File: config.mk
export PLATFORM = sky130hd
export DESIGN_NAME = eth_tx_fsm
export DESIGN_NICKNAME = d
export VERILOG_FILES = /design/src/rtl/eth_tx_fsm.sv
export SDC_FILE = /design/constraint.sdc
export NUM_CORES = 1
export LEC_CHECK = 0
export ABC_AREA = 1
export CORE_ASPECT_RATIO = 1.4
export CORE_UTILIZATION = 48
export CTS_BUF_LIST = sky130_fd_sc_hd__clkbuf_8
export DETAILED_ROUTE_END_ITERATION = 7
export PLACE_DENSITY = 0.86
export SLEW_MARGIN = 20
export SYNTH_ARGS = -nofsm -noshare
export SYNTH_HDL_FRONTEND = slang
export SYNTH_SLANG_ARGS = --single-unit
File: constraint.sdc
create_clock -name clk -period 2.2 [get_ports clk]
set_input_delay 0.55 -clock clk [delete_from_list [all_inputs] [get_ports clk]]
set_output_delay 0.55 -clock clk [all_outputs]
set_load 0.05 [all_outputs]
File: src/rtl/eth_tx_fsm.sv
// eth_tx_fsm: packet transmit controller between a port FIFO and a beat
// interface. Words are fetched into a 2-entry in-order skid buffer. The head
// entry is either discarded (orphan word outside a packet) or presented on
// the out* outputs until the downstream side accepts it.
//
// Ports
//   clk, rstn         clock, async active-low reset
//   fifo_empty        FIFO empty flag
//   fifo_data         FIFO read data, valid the cycle after fifo_rd_en
//   fifo_rd_en        FIFO pop request
//   tx_ready          downstream accepts the current beat
//   outvalid/outdata/outsop/outeop/outdest   current beat
//   err_orphan        pulse: non-sop word dropped while no packet is open
//   err_nested        pulse: sop presented while a packet is open
//   pkt_cnt           number of transferred eop beats (wraps)
//
// state  | meaning
// IDLE   | no open packet; non-sop head words are discarded
// IN_PKT | sop sent, eop not yet sent
module eth_tx_fsm #(
   parameter int DATA_WIDTH = 32,
   parameter int FIFO_WIDTH = 66,
   parameter int CNT_WIDTH  = 16
) (
   input  logic                  clk,
   input  logic                  rstn,
   input  logic                  fifo_empty,
   input  logic [FIFO_WIDTH-1:0] fifo_data,
   output logic                  fifo_rd_en,
   input  logic                  tx_ready,
   output logic                  outvalid,
   output logic [DATA_WIDTH-1:0] outdata,
   output logic                  outsop,
   output logic                  outeop,
   output logic [31:0]           outdest,
   output logic                  err_orphan,
   output logic                  err_nested,
   output logic [CNT_WIDTH-1:0]  pkt_cnt
);

   typedef enum logic {IDLE, IN_PKT} state_t;

   state_t                state_q, state_d;
   logic [FIFO_WIDTH-1:0] ent0_q, ent0_d;
   logic [FIFO_WIDTH-1:0] ent1_q, ent1_d;
   logic [1:0]            occ_q, occ_d;
   logic                  inflight_q, inflight_d;
   logic                  run_q;
   logic                  nested_seen_q, nested_seen_d;
   logic [CNT_WIDTH-1:0]  cnt_q, cnt_d;

   logic       head_vld, head_sop, head_eop;
   logic       discard, xfer, pop;
   logic [1:0] pending;

   assign head_vld = (occ_q != 2'd0);
   assign head_sop = ent0_q[0];
   assign head_eop = ent0_q[FIFO_WIDTH-1];
   assign discard  = head_vld && (state_q == IDLE) && !head_sop;
   assign xfer     = outvalid && tx_ready;
   assign pop      = xfer || discard;
   // occupancy plus the word still on its way from the FIFO (max 3 fits)
   assign pending  = occ_q + {1'b0, inflight_q};

   always_comb begin
      outvalid   = head_vld && !discard;
      outdata    = outvalid ? ent0_q[DATA_WIDTH+32:33] : '0;
      outdest    = outvalid ? ent0_q[32:1] : '0;
      outsop     = outvalid && head_sop;
      outeop     = outvalid && head_eop;
      err_orphan = discard;
      // a nested sop may sit on the head for many stalled cycles; flag it once
      err_nested = outvalid && (state_q == IN_PKT) && head_sop && !nested_seen_q;
      pkt_cnt    = cnt_q;
      // run_q keeps the pop request off until the first edge after reset
      fifo_rd_en = run_q && !fifo_empty &&
                   ((pending < 2'd2) || ((pending == 2'd2) && xfer));
   end

   always_comb begin
      ent0_d = ent0_q;
      ent1_d = ent1_q;
      occ_d  = occ_q;
      case ({inflight_q, pop})
         2'b01: begin
            ent0_d = ent1_q;
            occ_d  = occ_q - 2'd1;
         end
         2'b10: begin
            if (occ_q == 2'd0) ent0_d = fifo_data;
            else               ent1_d = fifo_data;
            occ_d = occ_q + 2'd1;
         end
         2'b11: begin
            if (occ_q == 2'd1) begin
               ent0_d = fifo_data;
            end else begin
               ent0_d = ent1_q;
               ent1_d = fifo_data;
            end
         end
         default: ;
      endcase
   end

   always_comb begin
      state_d       = state_q;
      cnt_d         = cnt_q;
      nested_seen_d = nested_seen_q;
      inflight_d    = fifo_rd_en;
      if (xfer) begin
         state_d = head_eop ? IDLE : IN_PKT;
         if (head_eop) cnt_d = cnt_q + 1'b1;
      end
      if (pop)             nested_seen_d = 1'b0;
      else if (err_nested) nested_seen_d = 1'b1;
   end

   always_ff @(posedge clk or negedge rstn) begin
      if (!rstn) begin
         state_q       <= IDLE;
         ent0_q        <= '0;
         ent1_q        <= '0;
         occ_q         <= 2'd0;
         inflight_q    <= 1'b0;
         run_q         <= 1'b0;
         nested_seen_q <= 1'b0;
         cnt_q         <= '0;
      end else begin
         state_q       <= state_d;
         ent0_q        <= ent0_d;
         ent1_q        <= ent1_d;
         occ_q         <= occ_d;
         inflight_q    <= inflight_d;
         run_q         <= 1'b1;
         nested_seen_q <= nested_seen_d;
         cnt_q         <= cnt_d;
      end
   end

endmodule

==> impl_metrics.json <==
{
  "die_h_um": 150,
  "clock_skew_ns": 0.0136,
  "grt_setup_unrepaired": "yes",
  "syn_avg_cell_area_um2": 7.92,
  "area_growth_pct": 51.7,
  "tightest_slew_ns": 0.516,
  "fin_crit_sh_pct": 105,
  "wl_per_cell_um": 16.2,
  "setup_tns_ns": -4.54,
  "maxCapViolCount": 0,
  "antenna_found_initial": 1,
  "synthTopCellsByCount": "174 x nand2_1, 156 x inv_1, 154 x dfrtp_1",
  "ff2ff_path_depth": 13,
  "hold_violations": 0,
  "synth_xor_area_share_pct": 1.17,
  "async_flop_share_pct": 100,
  "finalWorstSetupSlack_ns": -0.103,
  "yosys_warnings": 0,
  "portBuffers": 155,
  "syn-instance-count": 947,
  "synth_edf_count": 0,
  "leakage_nw": 5.31,
  "max_clock_freq_ghz": 0.434,
  "synth_cell_type_count": 24,
  "path_clk_slew_ns": 0.10,
  "finalSetupViolCount": 69,
  "ys_dominant_reg_cell": "dfrtp_1",
  "status": "finished, violations left",
  "synth_simple_gate_area_share_pct": 19.2,
  "worstReg2RegStart": "occ_q[1]$_DFFE_PN0P_",
  "worstReg2RegEnd": "ent0_q[60]$_DFFE_PN0P_",
  "synth_mux_area_share_pct": 0,
  "num_rows": 53,
  "vdd_drop_max_uv": 1020,
  "synth_compound_area_share_pct": 14.3,
  "via_count": 6945,
  "cts_root_buf": "clkbuf_8",
  "power_density_nw_per_um2": 1630,
  "period_needed_ns": 2.30,
  "viasPerCell": 5.26,
  "drtIter0Drc": 403,
  "cp-start-kind": "flop",
  "cts_hold_buf": 0,
  "synth_top_family_by_area": "simple AND/OR/NAND/NOR gates",
  "cp.required_ns": 1.65,
  "routabilityCongestion": 0.860,
  "worst-path-max-fanout": 8,
  "drtPass1Iterations": 5,
  "grt_pass1_wl_um": 32900,
  "yosysSeqAreaShare_pct": 51.4,
  "violations": "negative setup slack",
  "cts_tree": "built",
  "synth_top_area_share_pct": 51.4,
  "cts_buffers": 17,
  "start_util_pct": 49.6,
  "crit_type": "flop to output pin",
  "r2r_slack_ns": 0.04,
  "first_global_vias": 6810,
  "grt_start_max_net_pins": 57,
  "cts_sinks": 154,
  "drt-total-wl_um": 21400,
  "yosys-top-cells-area": "dfrtp_1 51%, o21ai_1 8.8%, nand2_1 8.7%",
  "nets": 1192,
  "hold_class": "primary input to asynchronous set/reset pin",
  "relSlewSlack_pct": 65.6,
  "cts_max_level": 4,
  "dp_slack_ns": -0.453,
  "drv_slew": 0,
  "nFillCells": 968,
  "cts_buffer_depth": 2,
  "track_usage_pct": 26.2,
  "synth_nets": 1024,
  "die_w_um": 108,
  "synth.most_common_cell": "nand2_1",
  "grt_overflow": 0,
  "die-area_um2": 16100,
  "syn_area_um2": 7500,
  "critPathCaptureType": "output pin",
  "ys_ff_latch": 154,
  "clk_latency_ns": 0.45,
  "synth_fa_ha_area_share_pct": 1.17,
  "core-area_um2": 15100,
  "final_antenna_net_count": 0,
  "drc": 0,
  "cp.arrival_ns": 1.75,
  "io_pins": 156,
  "drive_gt1_share_pct": 21.2,
  "place_hpwl_um": 12500,
  "synth_top_cell_by_area": "dfrtp_1"
}
==> metrics by stage <==
| stage | util, % | std cells | power (mW) | hold WS, ns | area [um^2] |
|---|---|---|---|---|---|
| detailed placement | 67.1 | 1268 | 14.3 | 0.479 | 10100 |
| CTS | 73.0 | 1309 | 17.7 | 0.0520 | 11000 |
| global placement | 67.1 | 1268 | 14.0 | 0.468 | 10100 |
| floorplan | - | 947 | 10.4 | 0.254 | 7550 |
| finish | 75.2 | 1321 | 18.5 | 0.0358 | 11400 |
| global route | 75.2 | 1320 | 19.6 | 0.0464 | 11400 |
==> how the worst max path moves through the flow <==
| stage | depth (start not counted) | end | startpoint |
|---|---|---|---|
| after floorplan | 7 | outdest[22] | occ_q[0]$_DFFE_PN0P_ |
| after global placement | 8 | ent1_q[29]$_DFFE_PN0P_ | tx_ready |
| after detailed placement | 13 | ent0_q[60]$_DFFE_PN0P_ | tx_ready |
| after CTS | 7 | outdest[9] | occ_q[1]$_DFFE_PN0P_ |
| after global routing | 7 | outdata[27] | occ_q[0]$_DFFE_PN0P_ |
| final | 7 | outdest[18] | state_q$_DFFE_PN0P_ |
==> metal layers <==
layer	share of wire (%)	global-route usage, %	up-vias	wire length (um)
met5	0	0	-	0
met4	4.9	15.4	0	1060
met3	5.1	4.36	71	1090
met2	53	44.4	288	11200
met1	37	31.0	3265	8010
li1	-	-	3321	-
==> cell families (layout without fill, tap and decap cells) <==
family / after synthesis / in the layout
buffers and inverters: 213 / 393
AOI/OAI and AO/OA: 210 / 210
and+or+nand+nor: 352 / 353
xor gates and xnor gates: 10 / 10
other: 1 / 2
adders and majority gates: 7 / 7
DFF: 154 / 154
==> layout make-up <==
class	count	area, um^2	area share [%]
Antenna cell	1	2.50	0.0220
Clock buffer	17	234	2.06
Clock inverter	15	133	1.17
Inverter	156	593	5.22
Multi-Input combinational cell	581	3290	29.0
Sequential cell	154	3850	33.9
Tap cell	192	240	2.11
Timing Repair Buffer	205	3020	26.6
==> state kept, by name (all words and copies together), names as in the netlist <==
signal,flops
ent0_q,66
nested_seen_q,1
inflight_q,1
occ_q,2
state_q,1
ent1_q,66
pkt_cnt,16
run_q,1
==> cell usage in the layout, fill, tap and decap left out, drive strengths merged, types with 7 or more instances in the layout <==
cell and n:
nand2 176, xor2 7, nor2 92, nand3 77, clkdlybuf4s50 68, dlygate4sd2 16
o21ai 204, clkbuf 23, ha 7, dfrtp 154, inv 164, buf 115
clkinv 7
==> power by group <==
group          internal (mW)  total [mW]  switching (mW)
clock                  0.824        2.02            1.19
combinational           5.04        12.0            6.92
sequential              4.00        4.53           0.536
total                   9.86        18.5            8.65
==> what timing repair did <==
item | CTS | global route
endpoints found under the hold margin | 0 | 0
pin swaps | 4 | 8
resized for setup | 125 | 29
setup buffers | 4 | 3
setup endpoints to repair | 106 | 199
gates cloned | 5 | 8
==> worst max-delay path, stage by stage (launching register included) <==
cell and delay [ns]:
dfrtp_1 0.38, inv_2 0.06, nand2_2 0.09, buf_6 0.17, nand2_8 0.12, buf_16 0.19, nor2_4 0.14, buf_12 0.15
No activity file was read; power rests on OpenSTA's default activity.
